### src/rtl/axis_arb_pkg.sv
// Shared types and constants for the AXI-Stream round-robin packet arbiter.
// Holds the two-state FSM encoding and the beat counter width.
package axis_arb_pkg;

   localparam int BEAT_CNT_WIDTH = 16;

   typedef enum logic {
      IDLE = 1'b0,
      XFER = 1'b1
   } arb_state_t;

endpackage

### src/rtl/rr_priority_encoder.sv
// Combinational round-robin search: first set bit of req at or above ptr,
// wrapping past the top index back to zero.
module rr_priority_encoder #(
   parameter int N = 4,
   parameter int W = $clog2(N)
) (
   input  logic [N-1:0] req,
   input  logic [W-1:0] ptr,
   output logic         found,
   output logic [W-1:0] idx
);

   always_comb begin
      found = 1'b0;
      idx   = '0;
      for (int k = 0; k < N; k++) begin
         if (!found && req[(int'(ptr) + k) % N]) begin
            found = 1'b1;
            idx   = W'((int'(ptr) + k) % N);
         end
      end
   end

endmodule

### src/rtl/axis_rr_packet_arbiter.sv
// Packet-granular round-robin arbiter: N AXI-Stream requesters onto one
// master stream, with an optional hard cap on beats per granted packet.
module axis_rr_packet_arbiter
   import axis_arb_pkg::*;
#(
   parameter int NSLAVES    = 4,
   parameter int DATA_WIDTH = 64,
   parameter int MAX_BEATS  = 256,
   parameter int SRC_WIDTH  = $clog2(NSLAVES)
) (
   input  logic                          aclk,
   input  logic                          areset,
   input  logic [NSLAVES-1:0]            s_enable,
   input  logic [NSLAVES-1:0]            s_valid,
   output logic [NSLAVES-1:0]            s_ready,
   input  logic [NSLAVES*DATA_WIDTH-1:0] s_data,
   input  logic [NSLAVES-1:0]            s_last,
   output logic                          m_valid,
   input  logic                          m_ready,
   output logic [DATA_WIDTH-1:0]         m_data,
   output logic                          m_last,
   output logic [SRC_WIDTH-1:0]          m_src,
   output logic [NSLAVES-1:0]            grant,
   output logic                          pkt_done,
   output logic                          err_trunc
);

   localparam logic [BEAT_CNT_WIDTH-1:0] LP_CNT_LAST =
      BEAT_CNT_WIDTH'(MAX_BEATS - 1);
   localparam logic [SRC_WIDTH-1:0] LP_SRC_TOP =
      SRC_WIDTH'(NSLAVES - 1);

   arb_state_t                r_state;
   arb_state_t                w_state_nxt;
   logic [SRC_WIDTH-1:0]      r_sel;
   logic [SRC_WIDTH-1:0]      r_ptr;
   logic [BEAT_CNT_WIDTH-1:0] r_beat_cnt;

   logic                      w_found;
   logic [SRC_WIDTH-1:0]      w_idx;
   logic                      w_xfer;
   logic                      w_arb;
   logic                      w_sel_valid;
   logic                      w_sel_last;
   logic                      w_at_max;
   logic                      w_beat;
   logic                      w_end;

   rr_priority_encoder #(
      .N (NSLAVES),
      .W (SRC_WIDTH)
   ) u_rr_enc (
      .req   (s_valid & s_enable),
      .ptr   (r_ptr),
      .found (w_found),
      .idx   (w_idx)
   );

   assign w_xfer      = (r_state == XFER);
   assign w_arb       = (r_state == IDLE) && w_found;
   assign w_sel_valid = s_valid[r_sel];
   assign w_sel_last  = s_last[r_sel];
   assign w_at_max    = (r_beat_cnt == LP_CNT_LAST);
   assign w_beat      = w_xfer && w_sel_valid && m_ready;
   assign w_end       = w_beat && (w_sel_last || w_at_max);

   always_comb begin
      w_state_nxt = r_state;
      unique case (r_state)
         IDLE:    if (w_found) w_state_nxt = XFER;
         XFER:    if (w_end)   w_state_nxt = IDLE;
         default: w_state_nxt = IDLE;
      endcase
   end

   always_ff @(posedge aclk or posedge areset) begin
      if (areset) begin
         r_state    <= IDLE;
         r_sel      <= '0;
         r_ptr      <= '0;
         r_beat_cnt <= '0;
      end else begin
         r_state <= w_state_nxt;
         if (w_arb) begin
            r_sel      <= w_idx;
            r_ptr      <= (w_idx == LP_SRC_TOP) ? '0
                        : w_idx + SRC_WIDTH'(1);
            r_beat_cnt <= '0;
         end else if (w_beat) begin
            r_beat_cnt <= r_beat_cnt + BEAT_CNT_WIDTH'(1);
         end
      end
   end

   // Everything downstream is gated by XFER so reset silences it at once.
   always_comb begin
      grant   = '0;
      s_ready = '0;
      m_valid = 1'b0;
      m_data  = '0;
      m_last  = 1'b0;
      m_src   = '0;
      if (w_xfer) begin
         grant[r_sel]   = 1'b1;
         s_ready[r_sel] = m_ready;
         m_valid        = w_sel_valid;
         m_data         = s_data[r_sel*DATA_WIDTH +: DATA_WIDTH];
         m_last         = w_sel_last || w_at_max;
         m_src          = r_sel;
      end
   end

   assign pkt_done  = w_end;
   assign err_trunc = w_beat && w_at_max && !w_sel_last;

endmodule

### config.mk
export PLATFORM = sky130hd
export DESIGN_NAME = axis_rr_packet_arbiter
export DESIGN_NICKNAME = d
export VERILOG_FILES = /design/src/rtl/axis_arb_pkg.sv /design/src/rtl/rr_priority_encoder.sv /design/src/rtl/axis_rr_packet_arbiter.sv
export SDC_FILE = /design/constraint.sdc
export NUM_CORES = 1
export LEC_CHECK = 0
export CAP_MARGIN = 20
export CORE_AREA = 5 5 134 136
export CTS_CLUSTER_DIAMETER = 100
export CTS_CLUSTER_SIZE = 10
export DETAILED_ROUTE_END_ITERATION = 16
export DIE_AREA = 0 0 139 141
export HOLD_SLACK_MARGIN = 0.02
export PLACE_DENSITY = 0.67
export SLEW_MARGIN = 30
export SYNTH_ARGS = -nofsm -noshare
export SYNTH_HDL_FRONTEND = slang
export SYNTH_HIERARCHICAL = 1
export SYNTH_SLANG_ARGS = --single-unit
### constraint.sdc
create_clock -name aclk -period 2.8 [get_ports aclk]
set_input_delay 0.7 -clock aclk [delete_from_list [all_inputs] [get_ports aclk]]
set_output_delay 0.7 -clock aclk [all_outputs]
set_load 0.05 [all_outputs]
==> results of run 1 <==
cell type report:
type                       count  area [sq um]  share of cell area, %
timing repair buffer         368          3640                   50.3
clock buffer                   3          75.1                   1.04
sequential                    21           534                   7.39
antenna                        5          12.5                  0.173
multi-input combinational    246          2650                   36.6
tap                          225           282                   3.89
inverter                      10          37.5                  0.519
clock inverter                 1          5.00                 0.0692
state kept, by name, indices dropped and copies added (netlist names):
name and flops:
r_state 1, r_beat_cnt 16, r_ptr 2, r_sel 2
per-layer routing:
| metal | share of wire (%) | GRT usage [%] |
|---|---|---|
| met5 | 0.52 | 0 |
| met4 | 1.8 | 5.20 |
| met3 | 11 | 8.72 |
| met2 | 47 | 31.9 |
| met1 | 40 | 26.1 |
worst max-delay path, stage by stage:
cell and delay [ns]:
clkdlybuf4s50_1 0.49, mux4_2 0.48, and2_1 0.19, buf_4 0.20
cells in the mapped netlist, drive strengths merged:
library cell / number / share of area [%]
nand3b: 1 / 0.23
nand4: 3 / 0.57
o31ai: 10 / 2.3
o41ai: 1 / 0.27
inv: 10 / 1.1
nor4b: 2 / 0.53
dfrtp: 21 / 16
xor2: 1 / 0.27
nand3: 5 / 0.76
o311ai: 1 / 0.27
a21oi: 15 / 2.3
ha: 2 / 0.76
and4: 1 / 0.27
o21ai: 5 / 0.76
nor3b: 2 / 0.46
buf: 13 / 2.2
o211ai: 2 / 0.46
and2: 71 / 14
or4: 10 / 2.3
mux2i: 5 / 1.5
nor3: 1 / 0.15
mux4: 65 / 45
nor2: 11 / 1.3
or3: 5 / 0.95
nand2b: 3 / 0.57
nand2: 18 / 2.1
o22a: 2 / 0.53
nor2b: 2 / 0.38
a221o: 1 / 0.31
o221ai: 1 / 0.27
clkbuf: 18 / 2.1
power breakdown:
group	internal (mW)	switching, mW
clock	0.192	0.122
combinational	2.58	3.81
sequential	0.369	0.124
what timing repair did:
item / in CTS / in global routing
cloned: 0 / 0
hold buffers: 0 / 0
setup endpoints to repair: 18 / 2
hold endpoints to repair: 0 / 0
buffers inserted: 4 / 1
gates resized for setup: 8 / 9
pin swaps: 1 / 3
cell families (layout without fill, tap and decap cells):
logic type,count (synthesis),count (layout),share of synthesized area (%)
buffers and inverters,41,382,5.38
multiplexers,70,70,46.1
AND/OR/NAND/NOR,135,135,24.0
other,0,5,0
adder cells (fa/ha/maj),2,2,0.762
flip-flops,21,21,16.0
XOR/XNOR,1,1,0.267
AO/OA/AOI/OAI,38,38,7.43
path summary, 6_finish.rpt:
kind / cells past startpoint / slack, ns / startpoint / to
worst max-delay path: 4 / 0.04 / s_data[142] / m_data[14]
worst min-delay path: 1 / 0.54 / r_beat_cnt[14] / r_beat_cnt[14]
worst max register to register: 5 / 0.57 / r_sel[1] / r_beat_cnt[15]
worst min register to register: 1 / 0.54 / r_beat_cnt[14] / r_beat_cnt[14]
max in group asynchronous: 2 / 1.58 / areset / r_sel[0]
min in group asynchronous: 2 / 0.79 / areset / r_ptr[0]
metrics by stage:
stage | util [%] | setup TNS [ns] | hold slack (ns) | total power, mW
2_1_floorplan | - | 0 | 0.454 | 4.66
3_3_place_gp | 41.8 | -0.235 | 0.479 | 6.76
3_5_place_dp | 41.8 | -0.321 | 0.524 | 6.82
4_1_cts | 42.6 | 0 | 0.535 | 7.23
5_1_grt | 43.0 | 0 | 0.551 | 7.53
6_report | 43.0 | 0 | 0.538 | 7.20
==> impl_metrics.csv, run 1 <==
group,metric,value,unit
synth,syn_area,3280,sq um
cells_and_area,nNetsFinal,923,
route,drt_iter0_drc,195,
global_route,track_usage,20.4,%
cells_and_area,drive_above_1_share,27.6,%
synth,yosysWarnings,6,
critical_path,worstPathArrival,2.06,ns
placement,gp_congestion,0.938,
timing,relSlewSlack,47.5,%
route,vias,4290,
timing,slew_viol_final,0,
die,rows,48,
route,drtAntennaViolNets,0,
cts,path_clk_slew,0.06,ns
route,drt-total-wl,21.4,mm
cells_and_area,syn2layout_area_growth,120,%
synth,ys_seq_elements,21,
cts,cts_tree,"done",
global_route,antenna_found_initial,14,
critical_path,path_class,"in2out",
synth,yosysUniqueCellTypes,35,
die,die_y,141,um
cells_and_area,final_area,7230,sq um
placement,port_buffers,348,
timing,fin_skew,0.00206,ns
synth,syn_inst,308,
global_route,grt_pass1_wl,30.3,mm
placement,dp_hpwl,18.8,mm
timing,worst_pin_slew,0.783,ns
timing,hold_violations,0,
route,routedWlPerCell,24.3,um
timing,finalCritPeriodShare,98.6,%
cts,insertion_delay,0.26,ns
cells_and_area,final_common_cell,"clkdlybuf4s50_1",
synth,yosysSeqAreaShare,16.0,%
global_route,grt-ovfl-total,0,
critical_path,cp_max_fo,1,
critical_path,worstPathRequired,2.10,ns
cts,cts-root-buf,"clkbuf_16",
synth,avgSynthCellArea,10.7,sq um
synth,synth_fp_nets,581,
die,io_pins,349,
power,powerDensity,996,nW/um^2
placement,pre_cts_slack,-0.116,ns
cts,clock-sinks,21,
die,start_util,19.5,%
global_route,grt_max_degree,42,
cells_and_area,stdcell_count,879,
die,die_x,139,um
timing,fmax,0.362,GHz
global_route,grt_pass1_vias,4610,
flow_run,max-cap-violations,0,
cts,htree_levels,1,
route,drc,0,
cells_and_area,fillers,1656,
cells_and_area,mostFrequentLayoutCells,"261 x clkdlybuf4s50_1, 82 x buf_4, 71 x and2_1, 65 x mux4_2",
route,first_pass_iters,5,
timing,layout_min_cycle_time,2.76,ns
power,ir_worst_vdd,0.747,mV
die,core,16800,sq um
critical_path,startpoint_type,"primary input",
timing,setup_slack,0.0406,ns
cts,clockBufferDepth,2,
placement,placed_cell_area,7030,sq um
power,leakagePower,2.74,nW
timing,rsz0062_at_grt,"false",
critical_path,critPathCaptureType,"primary output",
run_status,status,"complete, no violations",
placement,placedCellCount,866,
cts,numCtsBuffers,3,
die,dieArea,19600,sq um
timing,setup_viol,0,
worst_hold_path,hold_path.class,"reg2reg",
route,via_per_inst,4.88,
(Power assumes the default switching activity.)
==> run 2: changes to the inputs <==
--- a/config.mk
+++ b/config.mk
@@ -6,13 +6,13 @@
 export NUM_CORES = 1
 export LEC_CHECK = 0
 export CAP_MARGIN = 20
-export CORE_AREA = 5 5 134 136
+export CORE_AREA = 2 2 134 136
 export CTS_CLUSTER_DIAMETER = 100
 export CTS_CLUSTER_SIZE = 10
 export DETAILED_ROUTE_END_ITERATION = 16
-export DIE_AREA = 0 0 139 141
+export DIE_AREA = 0 0 136 138
 export HOLD_SLACK_MARGIN = 0.02
-export PLACE_DENSITY = 0.67
+export PLACE_DENSITY = 0.65
 export SLEW_MARGIN = 30
 export SYNTH_ARGS = -nofsm -noshare
 export SYNTH_HDL_FRONTEND = slang
==> run 2 against run 1 <==
Utilization is 2.0 points lower. Clock power shrank 4%. Total power is 1.9% lower. Final area fell by 0.67%. Largest power group unchanged.
==> impl_metrics.csv, run 2 (same netlist as run 1, synthesis figures left out) <==
group,metric,value,unit
timing,setup_viol,0,
route,via_per_inst,4.69,
route,first_pass_iters,4,
timing,fin_skew,0.00455,ns
timing,layout_min_cycle_time,2.76,ns
global_route,grt-ovfl-total,0,
cells_and_area,drive_above_1_share,26.4,%
cells_and_area,top_register,"r_beat_cnt",
cts,cts_tree,"done",
route,routedWlPerCell,22.6,um
power,power,7.06,mW
critical_path,cp_max_fo,3,
cells_and_area,syn2layout_area_growth,119,%
timing,hold_violations,0,
cells_and_area,reg_top3,"r_beat_cnt (16), r_ptr (2), r_sel (2)",
power,ir_worst_vdd,0.823,mV
cells_and_area,fillers,1685,
placement,dp_hpwl,17.2,mm
timing,worst_pin_slew,0.803,ns
cts,cts_hold_buf,0,
cells_and_area,mostFrequentLayoutCells,"266 x clkdlybuf4s50_1, 75 x buf_4, 71 x and2_1, 65 x mux4_2",
cts,path_clk_slew,0.06,ns
placement,placed_cell_area,7040,sq um
cells_and_area,largest_register_ffs,16,
cts,clockBufferDepth,2,
critical_path,path_class,"in2out",
timing,tns,0,ns
timing,slew_viol_final,0,
route,drt-total-wl,20.0,mm
route,drt_iter0_drc,185,
cts,numCtsBuffers,3,
global_route,track_usage,20.3,%
critical_path,worstPathArrival,2.06,ns
power,powerDensity,983,nW/um^2
die,die_x,136,um
die,start_util,18.7,%
cts,cts-root-buf,"clkbuf_16",
global_route,grt_pass1_vias,4344,
global_route,antenna_found_initial,16,
global_route,grt_max_degree,52,
global_route,use_met2,33.2,%
critical_path,worstPathRequired,2.10,ns
timing,finalCritPeriodShare,98.4,%
route,drtAntennaViolNets,0,
cells_and_area,stdcell_count,882,
die,die_y,138,um
die,core,17500,sq um
cells_and_area,seq_area,534,sq um
die,rows,49,
cts,postCtsSetupRepairBufs,0,
timing,rsz0062_at_grt,"true",
run_status,status,"complete, no violations",
cells_and_area,final_common_cell,"clkdlybuf4s50_1",
global_route,use_met1,25.2,%
power,leakagePower,2.69,nW
die,dieArea,18800,sq um
route,drc,0,
worst_hold_path,hold_path.class,"reg2reg",
placement,placedCellCount,868,
global_route,grt_pass1_wl,28.1,mm
cts,htree_levels,1,
cells_and_area,final_area,7180,sq um
global_route,top_usage_layer,"met2",
timing,fmax,0.363,GHz
cells_and_area,multiInputGateArea,2610,sq um
cts,insertion_delay,0.25,ns
global_route,use_met3,9.50,%
placement,gp_congestion,0.914,
critical_path,critPathCaptureType,"primary output",
die,io_pins,349,
timing,relSlewSlack,46.4,%
critical_path,startpoint_type,"primary input",
placement,port_buffers,348,
route,vias,4136,
cts,clock-sinks,21,
cells_and_area,nNetsFinal,917,
flow_run,max-cap-violations,0,
-- run 2: cell type report --
type,count,share of cell area (%)
timing repair buffer,362,50.2
multi-input combinational,246,36.4
inverter,10,0.523
antenna,10,0.349
clock inverter,1,0.0697
tap,229,3.99
clock buffer,3,1.05
sequential,21,7.44
-- run 2: metrics by stage --
step / hold WS, ns / setup WS (ns) / utilization, %
after detailed placement: 0.516 / -0.0623 / 40.1
final: 0.531 / 0.0448 / 40.9
after floorplan: 0.454 / 0.0715 / -
after global routing: 0.569 / -0.0149 / 40.8
after global placement: 0.488 / -0.0655 / 40.1
after CTS: 0.524 / -0.0492 / 40.6
-- run 2: layer usage --
layer / up-vias / wire length [um] / share of wire [%]
li1: 1882 / - / -
met1: 2038 / 7910 / 40
met2: 182 / 9410 / 47
met3: 22 / 2390 / 12
met4: 12 / 180 / 0.90
met5: - / 80 / 0.40
-- run 2: critical path, stage by stage --
cell             delay, ns
clkdlybuf4s50_1       0.48
mux2i_1               0.14
o22a_2                0.29
nor4b_4               0.27
buf_12                0.18
-- run 2: power breakdown --
group / internal, mW / leakage, nW / total [mW] / switching, mW
registers: 0.370 / 0.277 / 0.443 / 0.0734
clock network: 0.192 / 0.0409 / 0.301 / 0.109
logic: 2.54 / 2.38 / 6.32 / 3.77
-- run 2: path summary, 6_finish.rpt --
kind                                      from             end  slack (ns)  depth (start not counted)
worst max register to register        r_sel[0]  r_beat_cnt[10]        0.57                          6
worst min register to register  r_beat_cnt[14]  r_beat_cnt[14]        0.53                          1
worst max-delay path                s_valid[2]       err_trunc        0.04                          5
max in group asynchronous               areset        r_sel[0]        1.31                          2
worst min-delay path            r_beat_cnt[14]  r_beat_cnt[14]        0.53                          1
min in group asynchronous               areset   r_beat_cnt[8]        0.90                          2
-- run 2: what timing repair did --
| action | CTS | global route |
|---|---|---|
| setup endpoints to repair | 3 | 11 |
| pin swaps | 0 | 2 |
| gates resized for setup | 2 | 8 |
==> run 3: changes to the inputs <==
--- a/config.mk
+++ b/config.mk
@@ -6,15 +6,14 @@
 export NUM_CORES = 1
 export LEC_CHECK = 0
 export CAP_MARGIN = 20
-export CORE_AREA = 2 2 134 136
+export CORE_AREA = 2 2 137 139
 export CTS_CLUSTER_DIAMETER = 100
 export CTS_CLUSTER_SIZE = 10
 export DETAILED_ROUTE_END_ITERATION = 16
-export DIE_AREA = 0 0 136 138
+export DIE_AREA = 0 0 139 141
 export HOLD_SLACK_MARGIN = 0.02
-export PLACE_DENSITY = 0.65
+export PLACE_DENSITY = 0.54
 export SLEW_MARGIN = 30
 export SYNTH_ARGS = -nofsm -noshare
 export SYNTH_HDL_FRONTEND = slang
-export SYNTH_HIERARCHICAL = 1
 export SYNTH_SLANG_ARGS = --single-unit
==> run 3 against run 2 <==
Synthesized cell count shrank 6.8%. Clock power about the same. Sequential cell count stayed put. Wire length down 8.7%. Area after synthesis shrank 1.6%. Critical path type unchanged. Critical endpoint unchanged. Clock skew is 0.0018 ns lower. Maximum frequency down 1.1%. Global-route usage down 2.7 points. Non-clock buffer count grew 9. Final cell count down 1.1%.
==> impl_metrics.csv, run 3 <==
group,metric,value,unit
synth,yosys.area_share.xor_xnor,4.07,%
critical_path,worstPathRequired,2.10,ns
global_route,grt_pass1_wl,26.6,mm
synth,synth_top_cell_by_area,"mux4_2",
cells_and_area,fillers,1792,
timing,rsz0062_at_grt,"true",
synth,syn_inst,287,
cells_and_area,drive_above_1_share,30.0,%
critical_path,worstPathArrival,2.09,ns
route,dr.max_layer_used,"met5",
synth,yosys.area_share.simple,24.2,%
synth,ys_seq_elements,21,
route,drt-total-wl,18.2,mm
critical_path,slowest_stage,"clkdlybuf4s50_1",
route,wl_met3,1.53,mm
timing,layout_min_cycle_time,2.79,ns
die,die_y,141,um
placement,pre_cts_slack,-0.0701,ns
power,ir_worst_vdd,0.849,mV
cells_and_area,final_common_cell,"clkdlybuf4s50_1",
die,die_x,139,um
synth,synth_top_family_by_area,"multiplexers",
synth,synth.area.top_cells,"mux4_2 46%, dfrtp_1 16%, and2_1 13%, xor2_1 3.0%, nor2_1 2.1%",
cts,cts-root-buf,"clkbuf_16",
die,io_pins,349,
flow_run,max-cap-violations,0,
cts,numCtsBuffers,3,
synth,synth_compound_area_share,3.60,%
cells_and_area,mostFrequentLayoutCells,"265 x clkdlybuf4s50_1, 81 x buf_4, 68 x and2_1, 66 x mux4_2, 18 x dfrtp_1",
cells_and_area,nNetsFinal,907,
critical_path,path_class,"in2out",
critical_path,critPathBufInv,2,
timing,setup_viol,0,
route,first_pass_iters,4,
cts,clockBufferDepth,2,
placement,placedCellCount,861,
synth,synthTopCellsByCount,"68 x and2_1, 66 x mux4_2, 21 x dfrtp_1, 18 x nor2_1, 15 x clkbuf_1",
route,drc,0,
critical_path,path_cells,"clkdlybuf4s50_1 -> mux4_2 -> nand3_2 -> nor3_4 -> buf_12",
power,leakagePower,2.81,nW
timing,worst_pin_slew,0.690,ns
cts,htree_levels,1,
critical_path,critPathCaptureType,"primary output",
route,routedWlPerCell,20.9,um
timing,fin_skew,0.00276,ns
cells_and_area,top_register,"r_beat_cnt",
cells_and_area,seq_area,534,sq um
cells_and_area,syn2layout_area_growth,123,%
cts,path_clk_slew,0.06,ns
cells_and_area,stdcell_count,872,
synth,synth_edf_count,0,
global_route,grt-ovfl-total,0,
placement,placed_cell_area,7050,sq um
cts,cts_tree,"done",
route,drtAntennaViolNets,0,
global_route,grt_pass1_vias,4392,
route,drt_iter0_drc,133,
synth,synth_fp_nets,559,
die,start_util,17.7,%
global_route,grt_max_degree,37,
synth,synth_fa_ha_area_share,0.387,%
die,rows,50,
power,power,7.60,mW
synth,syn_area,3230,sq um
synth,yosysTopAreaCellShare,46.0,%
cells_and_area,multiInputGateArea,2580,sq um
synth,avgSynthCellArea,11.3,sq um
worst_hold_path,hold_path.class,"reg2reg",
cells_and_area,final_area,7190,sq um
die,core,18300,sq um
timing,setup_slack,0.0148,ns
cells_and_area,reg_top3,"r_beat_cnt (16), r_ptr (2), r_sel (2)",
run_status,status,"complete, no violations",
cts,clock-sinks,21,
power,powerDensity,1060,nW/um^2
timing,relSlewSlack,53.8,%
critical_path,cp_max_fo,5,
synth,yosysUniqueCellTypes,36,
placement,port_buffers,348,
synth,yosysWarnings,0,
timing,finalCritPeriodShare,99.5,%
timing,fmax,0.359,GHz
synth,ys.flop_type,"dfrtp_1",
critical_path,max_stage_delay,0.49,ns
route,via_per_inst,4.51,
synth,synth_most_common_cell,"and2_1",
timing,slew_viol_final,0,
global_route,antenna_found_initial,5,
placement,gp_congestion,0.911,
critical_path,critical-path-top-delay-family,"buffers and inverters",
route,met2_length,9.88,mm
global_route,track_usage,17.6,%
route,wl_met1,6.38,mm
die,dieArea,19600,sq um
synth,yosysSeqAreaShare,16.3,%
placement,dp_hpwl,15.8,mm
cells_and_area,largest_register_ffs,16,
cts,cts_hold_buf,0,
route,vias,3934,
synth,synth_mux_area_share,46.7,%
timing,hold_violations,0,
cts,insertion_delay,0.25,ns
critical_path,startpoint_type,"primary input",
synth,ys_async_sr_fraction,100,%
## run 3: final timing paths
path                                      from              to  slack (ns)  cells past startpoint
worst max-delay path                s_valid[1]       err_trunc        0.01                      5
min in group asynchronous               areset        r_sel[0]        0.73                      2
max in group asynchronous               areset  r_beat_cnt[15]        1.56                      3
worst max register to register        r_sel[0]  r_beat_cnt[11]        0.55                      7
worst min-delay path            r_beat_cnt[15]  r_beat_cnt[15]        0.55                      2
worst min register to register  r_beat_cnt[15]  r_beat_cnt[15]        0.55                      2
## run 3: cell families after synthesis
kind of cell	count (synthesis)
adders and majority gates	1
buffers and inverters	31
muxes	68
AOI/OAI and AO/OA	16
xor gates and xnor gates	15
and+or+nand+nor	135
DFF	21
## run 3: power by group
group	switching [mW]	internal [mW]
Clock	0.112	0.192
Sequential	0.187	0.369
Combinational	3.92	2.82
Total	4.22	3.38
## run 3: routing by layer
metal	track usage, %	vias to the layer above
met1	19.6	1939
met3	5.33	25
met5	0	-
met2	32.6	164
met4	4.68	2
li1	-	1804
## run 3: worst register-to-register path, stage by stage (launching register included)
cell and delay [ns]:
dfrtp_4 0.61, buf_4 0.18, mux4_2 0.57, buf_4 0.18, and3_1 0.26, nand3_2 0.13, xor2_1 0.16, nor2_1 0.06
## run 3: layout make-up
type / instances / area share [%]
antenna: 4 / 0.139
clock buffer: 3 / 1.04
clock inverter: 1 / 0.0696
inverter: 3 / 0.157
multi-input combinational: 235 / 35.9
sequential: 21 / 7.43
tap: 234 / 4.07
timing repair buffer: 371 / 51.2
## run 3: stage by stage
stage	setup TNS, ns	util (%)	hold WS, ns
2_1_floorplan	0	-	0.497
3_3_place_gp	-0.0704	38.6	0.517
3_5_place_dp	-0.123	38.6	0.544
4_1_cts	-0.00603	39.2	0.557
5_1_grt	-0.136	39.4	0.585
6_report	0	39.4	0.555
## run 3: what timing repair did
item                                    in CTS  in global routing
endpoints found under the setup margin       7                 14
setup buffers                                2                  1
gates resized for setup                      9                  5
pin swaps                                    2                  2
